**src/rtl/delay_pkg.sv**
```systemverilog
// Shared helpers for the delay-line family: delay-port width and depth clamping.
package delay_pkg;

  function automatic int calc_dw(input int max_depth);
    return $clog2(max_depth + 1);
  endfunction

  // A zero request still needs one register stage; oversize requests saturate.
  function automatic int clamp_depth(input int req, input int max_depth);
    if (req < 1) return 1;
    if (req > max_depth) return max_depth;
    return req;
  endfunction

endpackage

```
**src/rtl/delay_tap_mux.sv**
```systemverilog
// DEPTH:1 selector returning the {data, valid} pair of the chosen stage.
module delay_tap_mux #(
  parameter int WIDTH = 8,
  parameter int DEPTH = 16,
  parameter int SW    = 5
) (
  input  logic [DEPTH*WIDTH-1:0] i_data,
  input  logic [DEPTH-1:0]       i_vld,
  input  logic [SW-1:0]          i_sel,
  output logic [WIDTH-1:0]       o_data,
  output logic                   o_vld
);

  always_comb begin
    o_data = '0;
    o_vld  = 1'b0;
    for (int k = 0; k < DEPTH; k++) begin
      if (i_sel == SW'(k)) begin
        o_data = i_data[k*WIDTH +: WIDTH];
        o_vld  = i_vld[k];
      end
    end
  end

endmodule

```
**src/rtl/prog_delay_line.sv**
```systemverilog
// Programmable-depth delay line with stall, flush and a registered fill count.
module prog_delay_line
  import delay_pkg::*;
#(
  parameter int WIDTH         = 8,
  parameter int MAX_DEPTH     = 16,
  parameter int DEFAULT_DEPTH = 4,
  localparam int DW           = calc_dw(MAX_DEPTH)
) (
  input  logic             clk,
  input  logic             rst,
  input  logic             en,
  input  logic [WIDTH-1:0] din,
  input  logic             din_valid,
  input  logic             flush,
  input  logic             cfg_we,
  input  logic [DW-1:0]    cfg_dly,
  output logic [WIDTH-1:0] dout,
  output logic             dout_valid,
  output logic [DW-1:0]    dly_cur,
  output logic [DW-1:0]    fill
);

  logic [MAX_DEPTH*WIDTH-1:0] r_data;
  logic [MAX_DEPTH-1:0]       r_vld;
  logic [DW-1:0]              r_dly;
  logic [DW-1:0]              r_fill;

  logic [MAX_DEPTH-1:0]       w_vld_nxt;
  logic [DW-1:0]              w_dly_nxt;
  logic [DW-1:0]              w_fill_nxt;
  logic [DW-1:0]              w_sel;
  logic                       w_clr;

  assign w_clr     = flush | cfg_we;
  assign w_dly_nxt = cfg_we ? DW'(clamp_depth(int'(cfg_dly), MAX_DEPTH)) : r_dly;

  // Clearing wins over a coincident shift, so an entering valid is dropped too.
  always_comb begin
    w_vld_nxt = r_vld;
    if (en) begin
      w_vld_nxt[0] = din_valid;
      for (int k = 1; k < MAX_DEPTH; k++) w_vld_nxt[k] = r_vld[k-1];
    end
    if (w_clr) w_vld_nxt = '0;
  end

  // Fill is computed from next-state valids and depth so the register matches after every edge.
  always_comb begin
    w_fill_nxt = '0;
    for (int k = 0; k < MAX_DEPTH; k++) begin
      if (w_vld_nxt[k] && (k < int'(w_dly_nxt))) w_fill_nxt = w_fill_nxt + DW'(1);
    end
  end

  always_ff @(posedge clk or posedge rst) begin
    if (rst) begin
      r_data <= '0;
    end else if (en) begin
      r_data[WIDTH-1:0] <= din;
      for (int k = 1; k < MAX_DEPTH; k++)
        r_data[k*WIDTH +: WIDTH] <= r_data[(k-1)*WIDTH +: WIDTH];
    end
  end

  always_ff @(posedge clk or posedge rst) begin
    if (rst) begin
      r_vld  <= '0;
      r_dly  <= DW'(DEFAULT_DEPTH);
      r_fill <= '0;
    end else begin
      r_vld  <= w_vld_nxt;
      r_dly  <= w_dly_nxt;
      r_fill <= w_fill_nxt;
    end
  end

  assign w_sel = r_dly - DW'(1);

  delay_tap_mux #(
    .WIDTH (WIDTH),
    .DEPTH (MAX_DEPTH),
    .SW    (DW)
  ) u_tap (
    .i_data (r_data),
    .i_vld  (r_vld),
    .i_sel  (w_sel),
    .o_data (dout),
    .o_vld  (dout_valid)
  );

  assign dly_cur = r_dly;
  assign fill    = r_fill;

endmodule

```
**config.mk**
```make
export PLATFORM = sky130hd
export DESIGN_NAME = prog_delay_line
export DESIGN_NICKNAME = d
export VERILOG_FILES = /design/src/rtl/delay_pkg.sv /design/src/rtl/delay_tap_mux.sv /design/src/rtl/prog_delay_line.sv
export SDC_FILE = /design/constraint.sdc
export NUM_CORES = 1
export LEC_CHECK = 0
export CELL_PAD_IN_SITES_DETAIL_PLACEMENT = 1
export CELL_PAD_IN_SITES_GLOBAL_PLACEMENT = 1
export CORE_MARGIN = 3
export CORE_UTILIZATION = 47
export DETAILED_ROUTE_END_ITERATION = 16
export DONT_BUFFER_PORTS = 1
export GPL_ROUTABILITY_DRIVEN = 0
export GPL_TIMING_DRIVEN = 1
export HOLD_SLACK_MARGIN = 0.08
export PLACE_DENSITY_LB_ADDON = 0.15
export SLEW_MARGIN = 5
export SYNTH_ARGS = -nofsm -noshare
export SYNTH_HDL_FRONTEND = slang
export SYNTH_SLANG_ARGS = --single-unit
export TNS_END_PERCENT = 100
```
**constraint.sdc**
```tcl
create_clock -name clk -period 20.9 [get_ports clk]
set_input_delay 4.18 -clock clk [delete_from_list [all_inputs] [get_ports clk]]
set_output_delay 4.18 -clock clk [all_outputs]
set_load 0.02 [all_outputs]
```
Word-level counts from Yosys, hierarchy flattened
Cells that the tools add are included.
Storage, ports and cells
  output and inout port bits: 19
  logic and storage cells: 129
  input port bits: 19
  register bits: 154
Cells by class
  add/sub/neg operators: 16
  equal/unequal tests: 15
  reductions and logical operators: 17
  bitwise gates (word level): 1
  $lt $le $gt $ge: 18
  multiplexer cells: 58
Operators by type and width (number)
  $mux W8: 16
  $mux W5: 19
  $add A5 B1 Y5 const B: 15
  $eq A5 B4 Y1 const B: 8
  $lt A4 B5 Y1 const A: 8
  $mux W16: 2
  $mux W1: 21
  $eq A5 B3 Y1 const B: 4
  $lt A3 B5 Y1 const A: 4
  $logic_and A1 B1 Y1: 16
  $eq A5 B2 Y1 const B: 2
  $lt A1 B5 Y1 const A: 2
  $lt A2 B5 Y1 const A: 2
  $eq A5 B1 Y1 const B: 1
  $gt A5 B5 Y1 const B: 1
  $logic_not A5 Y1: 1
  $lt A5 B1 Y1 const B: 1
  $sub A5 B1 Y5 const B: 1
  $or A1 B1 Y1: 1

Logic depth before layout (Yosys ltp)
Gate-level depths: netlist of run 1.
  depth in word-level cells: 39
  mapped depth: 48
  mapped depth without buffers: 45

Modules after synthesis
A second synthesis of run 1 with hierarchy kept.
Unflattened totals
  cells, all modules: 916
  area total of the unflattened synthesis: 9671.8 um2
Modules (own cells, without submodules)
  prog_delay_line: sequential area each 3854.9 um2, times used 1, area an instance 7920.1 um2, cells an instance 660
  delay_tap_mux: sequential area each 0.0 um2, times used 1, area an instance 1751.7 um2, cells an instance 256

Worst setup path before layout of run 1
Ideal clock, no wire load.
  path type: in2reg
  start: in en
  end: reg r_fill[4], in the netlist fill[4]
  arrival: 12.564 ns
  slack: 8.211 ns
  buffers on the path: 4
  stages: 48
  path through: buf_6 > buf_1 > buf_1 > mux2i_1 > nor2_1 > o21ai_0 > inv_1 > ha_1 > buf_1 > xnor2_1 > ha_1 > a32oi_1 > o311a_1 > inv_1 > ha_1 > nor2_1 > a21oi_1 > ha_1 > [12 not listed] > nand2_1 > a32oi_1 > xnor2_1 > nor2_1 > a21oi_1 > inv_1 > ha_1 > xnor2_1 > a31oi_1 > o31ai_1 > ha_1 > mux2_2 > ha_1 > and2_1 > o21ba_2 > a31oi_1 > mux2i_1 > xnor2_1
Between the ends
  elaborated cells on any way between the ends: 49
  classes of those cells: add/sub (15); mux (18); reduce/logical (16)
RTL lines
  from (decl): RTL line prog_delay_line.sv:12  | input logic en,
  $mux W16 (*): RTL line prog_delay_line.sv:41  | if (en) begin
  $mux W16 (*): RTL line prog_delay_line.sv:45  | if (w_clr) w_vld_nxt = '0;
  named net w_vld_nxt[1]: RTL line prog_delay_line.sv:29  | logic [MAX_DEPTH-1:0] w_vld_nxt;
  $logic_and A1 B1 Y1 (*): RTL line prog_delay_line.sv:52  | if (w_vld_nxt[k] && (k < int'(w_dly_nxt))) w_fill_nxt = w_fill_nxt + DW'(1);
  $mux W5 (*): RTL line prog_delay_line.sv:52
  $add A5 B1 Y5: RTL line prog_delay_line.sv:52
  $mux W5 (*): RTL line prog_delay_line.sv:52
  $add A5 B1 Y5: RTL line prog_delay_line.sv:52
  [18 not listed]
  $mux W5 (*): RTL line prog_delay_line.sv:52
  $add A5 B1 Y5: RTL line prog_delay_line.sv:52
  $mux W5 (*): RTL line prog_delay_line.sv:52
  $add A5 B1 Y5: RTL line prog_delay_line.sv:52
  $mux W5 (*): RTL line prog_delay_line.sv:52
  $add A5 B1 Y5: RTL line prog_delay_line.sv:52
  $mux W5 (*): RTL line prog_delay_line.sv:52
  named net w_fill_nxt[4]: RTL line prog_delay_line.sv:31  | logic [DW-1:0] w_fill_nxt;
  to (signal assigned): RTL line prog_delay_line.sv:74  | r_fill <= w_fill_nxt;
  to (decl): RTL line prog_delay_line.sv:27  | logic [DW-1:0] r_fill;
Mark *: on every way through the listed nets, which the timed path passes. The rest lies on a longest branch.
A chain may end at the register's enable or synchronous reset.

Final worst setup path of run 1
  start: in cfg_we
  end: reg r_fill[4], in the netlist fill[4]
Between the ends
  longest elaborated chain between the ends: 34
  elaborated cells on any way between the ends: 66
  classes of those cells: add/sub (15); order compare (16); mux (18); bitwise (1); reduce/logical (16)
RTL lines
  from (decl): RTL line prog_delay_line.sv:16  | input logic cfg_we,
  $mux W5 / $or A1 B1 Y1 (equally long branches): RTL line prog_delay_line.sv:36, prog_delay_line.sv:35
  $lt A1 B5 Y1 / $mux W16 (equally long branches): RTL line prog_delay_line.sv:52, prog_delay_line.sv:45
  $logic_and A1 B1 Y1: RTL line prog_delay_line.sv:52
  $mux W1: RTL line prog_delay_line.sv:52
  $add A5 B1 Y5: RTL line prog_delay_line.sv:52
  $mux W5: RTL line prog_delay_line.sv:52
  $add A5 B1 Y5: RTL line prog_delay_line.sv:52
  $mux W5: RTL line prog_delay_line.sv:52
  [19 not listed]
  $mux W5: RTL line prog_delay_line.sv:52
  $add A5 B1 Y5: RTL line prog_delay_line.sv:52
  $mux W5: RTL line prog_delay_line.sv:52
  $add A5 B1 Y5: RTL line prog_delay_line.sv:52
  $mux W5: RTL line prog_delay_line.sv:52
  $add A5 B1 Y5: RTL line prog_delay_line.sv:52
  $mux W5 (*): RTL line prog_delay_line.sv:52
  named net w_fill_nxt[4]: RTL line prog_delay_line.sv:31
Marks and branches as above.

==> impl_metrics.json, run 1 <==
{
  "synth.distinct_cells": 86,
  "fillers": 2034,
  "synth_top_family_by_area": "multiplexers",
  "dp_hpwl_mm": 16.4,
  "grt_start_max_net_pins": 146,
  "synth-seq-area-share_pct": 42.8,
  "syn_inst": 834,
  "synth-compound-area-share_pct": 14.4,
  "synth-main-ff-cell": "dfrtp_1",
  "synthMuxAreaShare_pct": 19.7,
  "syn_area_per_cell_sq_um": 10.8,
  "holdWs_ns": 0.509,
  "drtIter0Drc": 374,
  "ios": 38,
  "synth_edf_count": 0,
  "die_x_microns": 145,
  "vias": 6639,
  "dieArea_sq_um": 20900,
  "swShare_pct": 28.6,
  "cap_violations": 0,
  "clk_path_buf_depth": 2,
  "port_buffers": 0,
  "cts_setup_buffers": 0,
  "syn_nets": 868,
  "p_leak_uw": 0.00401,
  "drt-met1-wl_mm": 11.2,
  "gr-total-overflow": 0,
  "clock_power_share_pct": 30.9,
  "drtPass1Iterations": 5,
  "pwr-share-seq_pct": 52.5,
  "core_area_sq_um": 18800,
  "ys_ff_latch": 154,
  "cts_buffers": 17,
  "drc": 0,
  "power-per-cell-area_nw_per_um2": 93.1,
  "final_hold_viol_count": 0,
  "clock_sinks": 154,
  "critPathCaptureType": "register",
  "worstSetupPathType": "primary input to register",
  "wl_met3_mm": 1.11,
  "slew_headroom_pct": 19.5,
  "grt_pass1_vias": 6818,
  "fin_skew_ns": 0.00579,
  "cts_tree": "yes",
  "ys_warn_count": 0,
  "fin_crit_sh_pct": 62.4,
  "setup_violations": 0,
  "num-nets-final": 852,
  "whs_path_depth": 1,
  "clock_latency_ns": 0.42,
  "start_kind": "primary input",
  "grt_antenna_before_repair": 0,
  "root_buffer": "clkbuf_16",
  "synthTopCellsByArea": "dfrtp_1, mux2_2, xnor2_1, mux2i_1, nand2_1",
  "grt_usage_pct": 23.1,
  "yosys.area.top_type": "dfrtp_1",
  "crit_arrival_ns": 13.34,
  "yosysTopAreaCellShare_pct": 42.5,
  "drt.antenna.violating_nets": 0,
  "detail_route.wl_per_cell_microns": 22.1,
  "crit_path_max_fanout": 23,
  "setup_tns_ns": 0,
  "synth-simple-area-share_pct": 12.2,
  "final_cell_mix": "dfrtp_1, mux2_2, nand2_1",
  "worstPathRequired_ns": 21.20,
  "grt_first_pass_wirelength_mm": 37.6,
  "antenna_cells": 0,
  "synth_fa_ha_area_share_pct": 2.08,
  "hold_buffers": 0,
  "critPathMaxStageDelay_ns": 0.52,
  "p_int_uw": 646,
  "final_common_cell": "dfrtp_1",
  "rsz0062_at_grt": "false",
  "slew_violations": 0,
  "syn_to_final_growth_pct": 7.83,
  "path_common_cell": "ha_1",
  "dr.max_layer_used": "met4",
  "drive_above_1_share_pct": 24.8,
  "peakVddDrop_mv": 0.0636,
  "rr_worst_depth": 44,
  "cts_resized": 0,
  "rows": 50,
  "met2_length_mm": 10.9,
  "period_minus_slack_ns": 13.03,
  "wl_mm": 23.6,
  "outcome": "finished, final reports clean",
  "ys_async_sr_fraction_pct": 100,
  "worst_slew_pin_slew_ns": 1.20,
  "max_freq_mhz": 76.7,
  "h-tree-depth": 4,
  "netSwitchingPower_uw": 259,
  "die_h_microns": 145,
  "utilization_pct": 51.8,
  "clk_pin_slew_ns": 0.06,
  "slowest_stage": "o32a_1",
  "min_path_type": "register to register",
  "syn_area_sq_um": 9020,
  "initial_core_util_pct": 48.0,
  "via_per_inst": 6.24,
  "comb_power_share_pct": 16.6,
  "synthXorXnorAreaFrac_pct": 5.98
}
[final cells by class]
class                      instances  area (sq um)  share of cell area [%]
clock buffer                      24           492                    5.06
clock inverter                     7          42.5                   0.438
inverter                          23          92.6                   0.952
multi-input combinational        618          4920                    50.6
sequential                       154          3850                    39.7
tap                              234           293                    3.01
timing repair buffer               4          30.0                   0.309
[metrics by stage]
step | power, uW | cells | setup slack (ns) | area (sq um)
after floorplan | 581 | 834 | 8.21 | 9020
after global placement | 611 | 1033 | 8.05 | 9190
after detailed placement | 630 | 1033 | 7.50 | 9190
after CTS | 913 | 1064 | 7.91 | 9720
after global routing | 955 | 1064 | 7.05 | 9720
final | 905 | 1064 | 7.87 | 9720
[power groups by stage]
stage | combinational (uW) | sequential (uW) | clock, uW
CTS | 152 | 474 | 287
detailed placement | 152 | 478 | 0
global route | 166 | 487 | 302
floorplan | 134 | 446 | 0
finish | 150 | 475 | 280
global placement | 142 | 468 | 0
[routing by layer]
metal	up-vias	track usage [%]
li1	3085	-
met1	3373	32.3
met2	149	35.9
met3	32	5.46
met4	0	6.58
met5	-	0
[logic make-up after synthesis]
group / after synthesis
AO/OA/AOI/OAI: 169
XOR/XNOR: 48
adder cells (fa/ha/maj): 15
buffers and inverters: 62
flip-flops: 154
multiplexers: 161
AND/OR/NAND/NOR: 225
[critical path, delay by kind of cell]
kind / cells / cell delay [ns]
adder cells (fa/ha/maj): 9 / 2.85
buffers and inverters: 5 / 0.38
multiplexers: 2 / 0.40
AND/OR/NAND/NOR: 6 / 0.80
XOR/XNOR: 6 / 0.97
AO/OA/AOI/OAI: 16 / 3.71
[sequential cells by signal, summed over array words and instances, names as in the netlist]
| signal | flops |
|---|---|
| r_data | 128 |
| dly_cur | 5 |
| r_vld | 16 |
| fill | 5 |
[final timing paths]
| kind | from | to | slack, ns |
|---|---|---|---|
| worst min register to register | r_data[120]$_DFFE_PP0P_ | r_data[120]$_DFFE_PP0P_ | 0.51 |
| worst min-delay path | r_data[120]$_DFFE_PP0P_ | r_data[120]$_DFFE_PP0P_ | 0.51 |
| worst max register to register | dly_cur[0]$_DFF_PP0_ | fill[4]$_DFF_PP0_ | 10.91 |
| max in group asynchronous | rst | r_vld[9]$_DFF_PP0_ | 15.69 |
| worst max-delay path | cfg_we | fill[4]$_DFF_PP0_ | 7.87 |
| min in group asynchronous | rst | r_data[51]$_DFFE_PP0P_ | 3.72 |
[Yosys cell counts (all sizes together) (3+ instances only)]
library cell	count
nor2	61
a32oi	3
nand3	29
o22ai	12
clkbuf	22
o221a	3
inv	22
mux2i	28
mux2	133
buf	17
o21ai	26
o211ai	4
o21a	6
a22oi	30
nor2b	5
a222oi	8
nor3	19
xnor2	38
xnor3	4
o311a	3
or2	4
nand3b	3
dfrtp	153
a21oi	13
o221ai	5
and2	5
nand2b	6
ha	15
nor4	10
or3	3
a221oi	3
xor2	6
a31oi	16
o31a	3
nand2	62
and3	5
nand4	8
a211oi	10
(Power assumes the default switching activity.)
==> run 2: changes to the inputs <==
==> constraint.sdc (replaced) <==
create_clock -name clk -period 13.25 [get_ports clk]
set_input_delay 2.65 -clock clk [delete_from_list [all_inputs] [get_ports clk]]
set_output_delay 2.65 -clock clk [all_outputs]
set_load 0.02 [all_outputs]
==> run 2 against run 1 <==
  * Via count increased by 0.29%
  * Non-clock buffer count stayed put
  * Cell area increased by 1.6%
  * Worst hold slack better by 0.0041 ns
  * Flip-flop and latch count stayed put
  * Highest routed layer unchanged
  * Largest power group unchanged
  * Routed wire length grew 2.5%
  * Largest cell class unchanged
==> impl_metrics.json, run 2 (synthesis gave the netlist of run 1 again) <==
{
  "grt_start_max_net_pins": 146,
  "dieArea_sq_um": 20900,
  "setup_violations": 0,
  "period_minus_slack_ns": 11.57,
  "gr-total-overflow": 0,
  "p_leak_uw": 0.00409,
  "top_regs": "r_data (128), r_vld (16)",
  "detail_route.wl_per_cell_microns": 22.7,
  "cts_resized": 0,
  "min_path_type": "register to register",
  "worstPathRequired_ns": 13.56,
  "clock_latency_ns": 0.43,
  "dp_hpwl_mm": 16.4,
  "grt_first_pass_wirelength_mm": 38.6,
  "critPathTopFamily": "compound AO/OA/AOI/OAI gates",
  "peakVddDrop_mv": 0.0941,
  "max_freq_mhz": 86.4,
  "grt_pass1_vias": 6877,
  "root_buffer": "clkbuf_16",
  "grt_usage_pct": 23.7,
  "initial_core_util_pct": 48.0,
  "die_x_microns": 145,
  "fin_crit_sh_pct": 87.3,
  "clock_sinks": 154,
  "hold_buffers": 0,
  "outcome": "finished, final reports clean",
  "syn_to_final_growth_pct": 9.60,
  "rsz0062_at_grt": "false",
  "ios": 38,
  "final_common_cell": "dfrtp_1",
  "cts_tree": "yes",
  "setup_tns_ns": 0,
  "vias": 6658,
  "crit_arrival_ns": 11.88,
  "antenna_cells": 0,
  "drtIter0Drc": 482,
  "fin_skew_ns": 0.00751,
  "drtPass1Iterations": 5,
  "largest_reg_flops": 128,
  "grt_antenna_before_repair": 0,
  "drc": 0,
  "utilization_pct": 52.7,
  "fillers": 2013,
  "slew_violations": 0,
  "rows": 50,
  "crit_path_max_fanout": 23,
  "drive_above_1_share_pct": 25.2,
  "cap_violations": 0,
  "port_buffers": 0,
  "critPathCaptureType": "register",
  "wl_mm": 24.1,
  "final_hold_viol_count": 0,
  "num-nets-final": 852,
  "core_area_sq_um": 18800,
  "clk_pin_slew_ns": 0.06,
  "slew_headroom_pct": 18.8,
  "critical_path.startpoint": "cfg_we",
  "slowest_stage": "o32a_1",
  "worst_slew_pin_slew_ns": 1.21,
  "path_common_cell": "ha_1",
  "power-per-cell-area_nw_per_um2": 158,
  "h-tree-depth": 4,
  "cts_buffers": 17,
  "top_register": "r_data",
  "clk_path_buf_depth": 2,
  "die_h_microns": 145,
  "worstSetupPathType": "primary input to register",
  "cp_num_buf_inv": 5,
  "holdCritStartpoint": "r_data[125]$_DFFE_PP0P_",
  "via_per_inst": 6.25,
  "cts_setup_buffers": 0,
  "holdWs_ns": 0.514,
  "final_cell_mix": "dfrtp_1, mux2_2, nand2_1",
  "start_kind": "primary input",
  "critPathMaxStageDelay_ns": 0.52,
  "drt.antenna.violating_nets": 0,
  "worstReg2RegStart": "dly_cur[0]$_DFF_PP0_"
}
run 2: area by class of cell:
class / count / area (sq um) / area share [%]
Multi-Input combinational cell: 618 / 4920 / 49.8
Tap cell: 234 / 293 / 2.96
Inverter: 23 / 92.6 / 0.937
Timing Repair Buffer: 4 / 30.0 / 0.304
Clock buffer: 22 / 484 / 4.90
Clock inverter: 10 / 210 / 2.13
Sequential cell: 154 / 3850 / 39.0
run 2: worst paths after layout:
path | endpoint | slack [ns] | cells after the start
setup / recovery | fill[4]$_DFF_PP0_ | 1.68 | 44
hold reg to reg | r_data[125]$_DFFE_PP0P_ | 0.51 | 1
max in group asynchronous | r_vld[5]$_DFF_PP0_ | 9.55 | 2
min in group asynchronous | r_data[51]$_DFFE_PP0P_ | 2.20 | 1
hold / removal | r_data[125]$_DFFE_PP0P_ | 0.51 | 1
setup reg to reg | fill[4]$_DFF_PP0_ | 3.19 | 44
run 2: worst register-to-register path, delay by kind of cell (launching register included):
family / cells / cell delay (ns)
compound gates: 16 / 3.61
buf+inv: 4 / 0.33
xor+xnor: 6 / 0.99
simple gates: 7 / 1.09
flops: 1 / 0.65
fa+ha+maj: 9 / 2.85
mux: 2 / 0.41
run 2: metal layers:
| metal | vias to the layer above | wire [microns] | GRT usage [%] |
|---|---|---|---|
| li1 | 3081 | - | - |
| met5 | - | 0 | 0 |
| met4 | 0 | 409 | 6.63 |
| met2 | 136 | 11200 | 37.1 |
| met3 | 32 | 1060 | 5.13 |
| met1 | 3409 | 11500 | 33.5 |
run 2: power breakdown:
| group | switching, uW | internal, uW | leakage, uW |
|---|---|---|---|
| logic | 99.8 | 139 | 0.00187 |
| clock network | 197 | 374 | 0.000337 |
| registers | 128 | 622 | 0.00188 |
run 2: per-stage QoR:
step	power [uW]	cells	setup WS, ns	area [sq um]
finish	1560	1065	1.68	9880
CTS	1570	1065	1.73	9880
detailed placement	993	1033	1.33	9190
global route	1640	1065	0.958	9880
floorplan	916	834	2.09	9020
global placement	963	1033	1.93	9190
==> run 3: changes to the inputs <==
--- a/config.mk
+++ b/config.mk
@@ -5,10 +5,11 @@
 export SDC_FILE = /design/constraint.sdc
 export NUM_CORES = 1
 export LEC_CHECK = 0
+export ABC_AREA = 1
 export CELL_PAD_IN_SITES_DETAIL_PLACEMENT = 1
-export CELL_PAD_IN_SITES_GLOBAL_PLACEMENT = 1
+export CELL_PAD_IN_SITES_GLOBAL_PLACEMENT = 2
 export CORE_MARGIN = 3
-export CORE_UTILIZATION = 47
+export CORE_UTILIZATION = 37
 export DETAILED_ROUTE_END_ITERATION = 16
 export DONT_BUFFER_PORTS = 1
 export GPL_ROUTABILITY_DRIVEN = 0
==> run 3 against run 2 <==
  * Synthesized cell count grew 50%
  * Critical endpoint unchanged
  * Core utilization shrank 11 points
  * Fmax grew 12%
  * Critical path type unchanged
  * Non-clock buffer count rose by 1
  * Clock skew increased by 0.0018 ns
  * Flip-flop and latch count is the same
  * Cell area is 0.72% lower
  * Critical path depth rose by 6
  * Global-route usage shrank 5.5 points
==> impl_metrics.json, run 3 <==
{
  "max_freq_mhz": 96.5,
  "drtPass1Iterations": 4,
  "final_hold_viol_count": 0,
  "grt_start_max_net_pins": 173,
  "yosys-top-cells-count": "nand2_1, inv_1, dfrtp_1, o21ai_0, nor2_1",
  "critPathCaptureType": "register",
  "worst_slew_pin_slew_ns": 1.08,
  "antenna_cells": 0,
  "hold_buffers": 0,
  "drtIter0Drc": 378,
  "crit_arrival_ns": 10.69,
  "pwr-share-seq_pct": 46.8,
  "final_common_cell": "nand2_1",
  "post_dp_cell_area_sq_um": 9240,
  "path_common_cell": "nand2_1",
  "ys_ff_latch": 154,
  "grt_antenna_before_repair": 0,
  "cts_buffers": 17,
  "utilization_pct": 41.5,
  "start_kind": "primary input",
  "wl_mm": 22.8,
  "finalNonFillerCells": 1569,
  "top_register": "r_data",
  "yosys.area.top_type": "dfrtp_1",
  "initial_core_util_pct": 37.8,
  "critPathMaxStageDelay_ns": 0.66,
  "fin_skew_ns": 0.00933,
  "cts_tree": "yes",
  "rows": 56,
  "slew_headroom_pct": 27.3,
  "outcome": "finished, final reports clean",
  "clk_pin_slew_ns": 0.07,
  "synth.distinct_cells": 43,
  "die_h_microns": 161,
  "gr-total-overflow": 0,
  "synth_edf_count": 0,
  "slowest_stage": "clkinv_2",
  "port_buffers": 0,
  "h-tree-depth": 4,
  "num-nets-final": 1271,
  "largest_reg_flops": 128,
  "fin_crit_sh_pct": 78.2,
  "dp_hpwl_mm": 16.6,
  "clock_power_share_pct": 39.6,
  "ys_warn_count": 0,
  "final_cell_mix": "nand2_1, inv_1, dfrtp_1",
  "period_minus_slack_ns": 10.36,
  "synth-seq-area-share_pct": 43.2,
  "grt_usage_pct": 18.3,
  "via_per_inst": 4.84,
  "syn_to_final_growth_pct": 9.91,
  "clk_path_buf_depth": 2,
  "power_uw": 1220,
  "post-synth-top-count-cell": "nand2_1",
  "syn_inst": 1248,
  "synthTopCellsByArea": "dfrtp_1, nand2_1, o21ai_0, inv_1, nand3_1",
  "critPathTopFamily": "simple AND/OR/NAND/NOR gates",
  "cap_violations": 0,
  "clock_latency_ns": 0.44,
  "vias": 7597,
  "place_inst": 1537,
  "netSwitchingPower_uw": 386,
  "synth-main-ff-cell": "dfrtp_1",
  "core_area_sq_um": 23600,
  "worstSetupPathType": "primary input to register",
  "setup_violations": 0,
  "comb_power_share_pct": 13.6,
  "drc": 0,
  "top_regs": "r_data (128), r_vld (16)",
  "root_buffer": "clkbuf_16",
  "cp_num_buf_inv": 8,
  "p_leak_uw": 0.00495,
  "ios": 38,
  "cts_setup_buffers": 0,
  "ys_async_sr_fraction_pct": 100,
  "die_x_microns": 161,
  "clock_sinks": 154,
  "yosysTopAreaCellShare_pct": 42.9,
  "grt_pass1_vias": 7683,
  "min_path_type": "register to register",
  "p_int_uw": 830,
  "peakVddDrop_mv": 0.0704,
  "detail_route.wl_per_cell_microns": 14.6,
  "syn_area_per_cell_sq_um": 7.15,
  "slew_violations": 0,
  "rsz0062_at_grt": "false",
  "syn_area_sq_um": 8930,
  "design_area_sq_um": 9810,
  "drive_above_1_share_pct": 9.36,
  "syn_nets": 1282,
  "grt_first_pass_wirelength_mm": 39.2,
  "swShare_pct": 31.7,
  "power-per-cell-area_nw_per_um2": 124,
  "setup_tns_ns": 0,
  "worstPathRequired_ns": 13.58,
  "crit_path_max_fanout": 172,
  "cts_resized": 0,
  "drt.antenna.violating_nets": 0,
  "dieArea_sq_um": 26000
}
==> run 3: changes by cell type after synthesis, sizes merged, moves of 16 or more <==
cell	before	now
nor2	61	91
o21ai	26	132
buf	17	1
nand2	62	450
mux2	133	0
xnor2	38	2
inv	22	181
nand3	29	80
nand4	8	24
a22oi	30	0
mux2i	28	0
==> run 3: layout make-up <==
| type | count | area [sq um] |
|---|---|---|
| Multi-Input combinational cell | 873 | 4240 |
| Clock buffer | 17 | 425 |
| Timing Repair Buffer | 5 | 37.5 |
| Sequential cell | 154 | 3850 |
| Inverter | 186 | 707 |
| Tap cell | 319 | 399 |
| Fill cell | 2998 | 13800 |
| Clock inverter | 15 | 149 |
==> run 3: path summary, 6_finish.rpt <==
| path | startpoint | to | slack (ns) | depth (start not counted) |
|---|---|---|---|---|
| max | en | fill[4]$_DFF_PP0_ | 2.89 | 50 |
| min | r_data[104]$_DFFE_PP0P_ | r_data[112]$_DFFE_PP0P_ | 0.48 | 2 |
| max reg2reg | dly_cur[4]$_DFF_PP0_ | fill[4]$_DFF_PP0_ | 4.84 | 53 |
| min reg2reg | r_data[104]$_DFFE_PP0P_ | r_data[112]$_DFFE_PP0P_ | 0.48 | 2 |
| max in group asynchronous | rst | r_data[47]$_DFFE_PP0P_ | 9.59 | 2 |
| min in group asynchronous | rst | r_data[104]$_DFFE_PP0P_ | 2.19 | 1 |
==> run 3: logic make-up after synthesis <==
| logic type | Yosys count | share of synthesized area (%) |
|---|---|---|
| DFF | 154 | 43.2 |
| adders and majority gates | 15 | 2.10 |
| xor gates and xnor gates | 6 | 0.589 |
| buffers and inverters | 221 | 9.34 |
| and+or+nand+nor | 671 | 33.4 |
| AOI/OAI and AO/OA | 181 | 11.3 |
==> run 3: power by group through the flow <==
stage / Sequential (uW) / Combinational, uW / Clock [uW]
floorplan: 568 / 134 / 0
global placement: 576 / 164 / 0
detailed placement: 578 / 169 / 0
CTS: 570 / 170 / 494
global route: 577 / 194 / 514
finish: 569 / 166 / 481
==> run 3: layer usage <==
layer | routed length [microns] | up-vias | share of wire [%] | global-route usage, %
met4 | 165 | 0 | 0.72 | 4.22
met2 | 10200 | 59 | 45 | 28.7
met5 | 0 | - | 0 | 0
met3 | 591 | 12 | 2.6 | 3.08
li1 | - | 3939 | - | -
met1 | 11900 | 3587 | 52 | 26.5
==> run 3: worst register-to-register path: cells and delay by family, from the launching register on <==
kind / cells / cell delay [ns]
AO/OA/AOI/OAI: 9 / 1.78
XOR/XNOR: 1 / 0.14
AND/OR/NAND/NOR: 25 / 2.68
adder cells (fa/ha/maj): 9 / 2.50
buffers and inverters: 9 / 0.71
flip-flops: 1 / 0.51
==> run 3: metrics by stage <==
stage | hold WS, ns | worst slack [ns]
floorplan | 0.453 | 3.30
detailed placement | 0.468 | 2.49
finish | 0.482 | 2.89
CTS | 0.483 | 2.92
global placement | 0.460 | 2.82
global route | 0.510 | 1.95
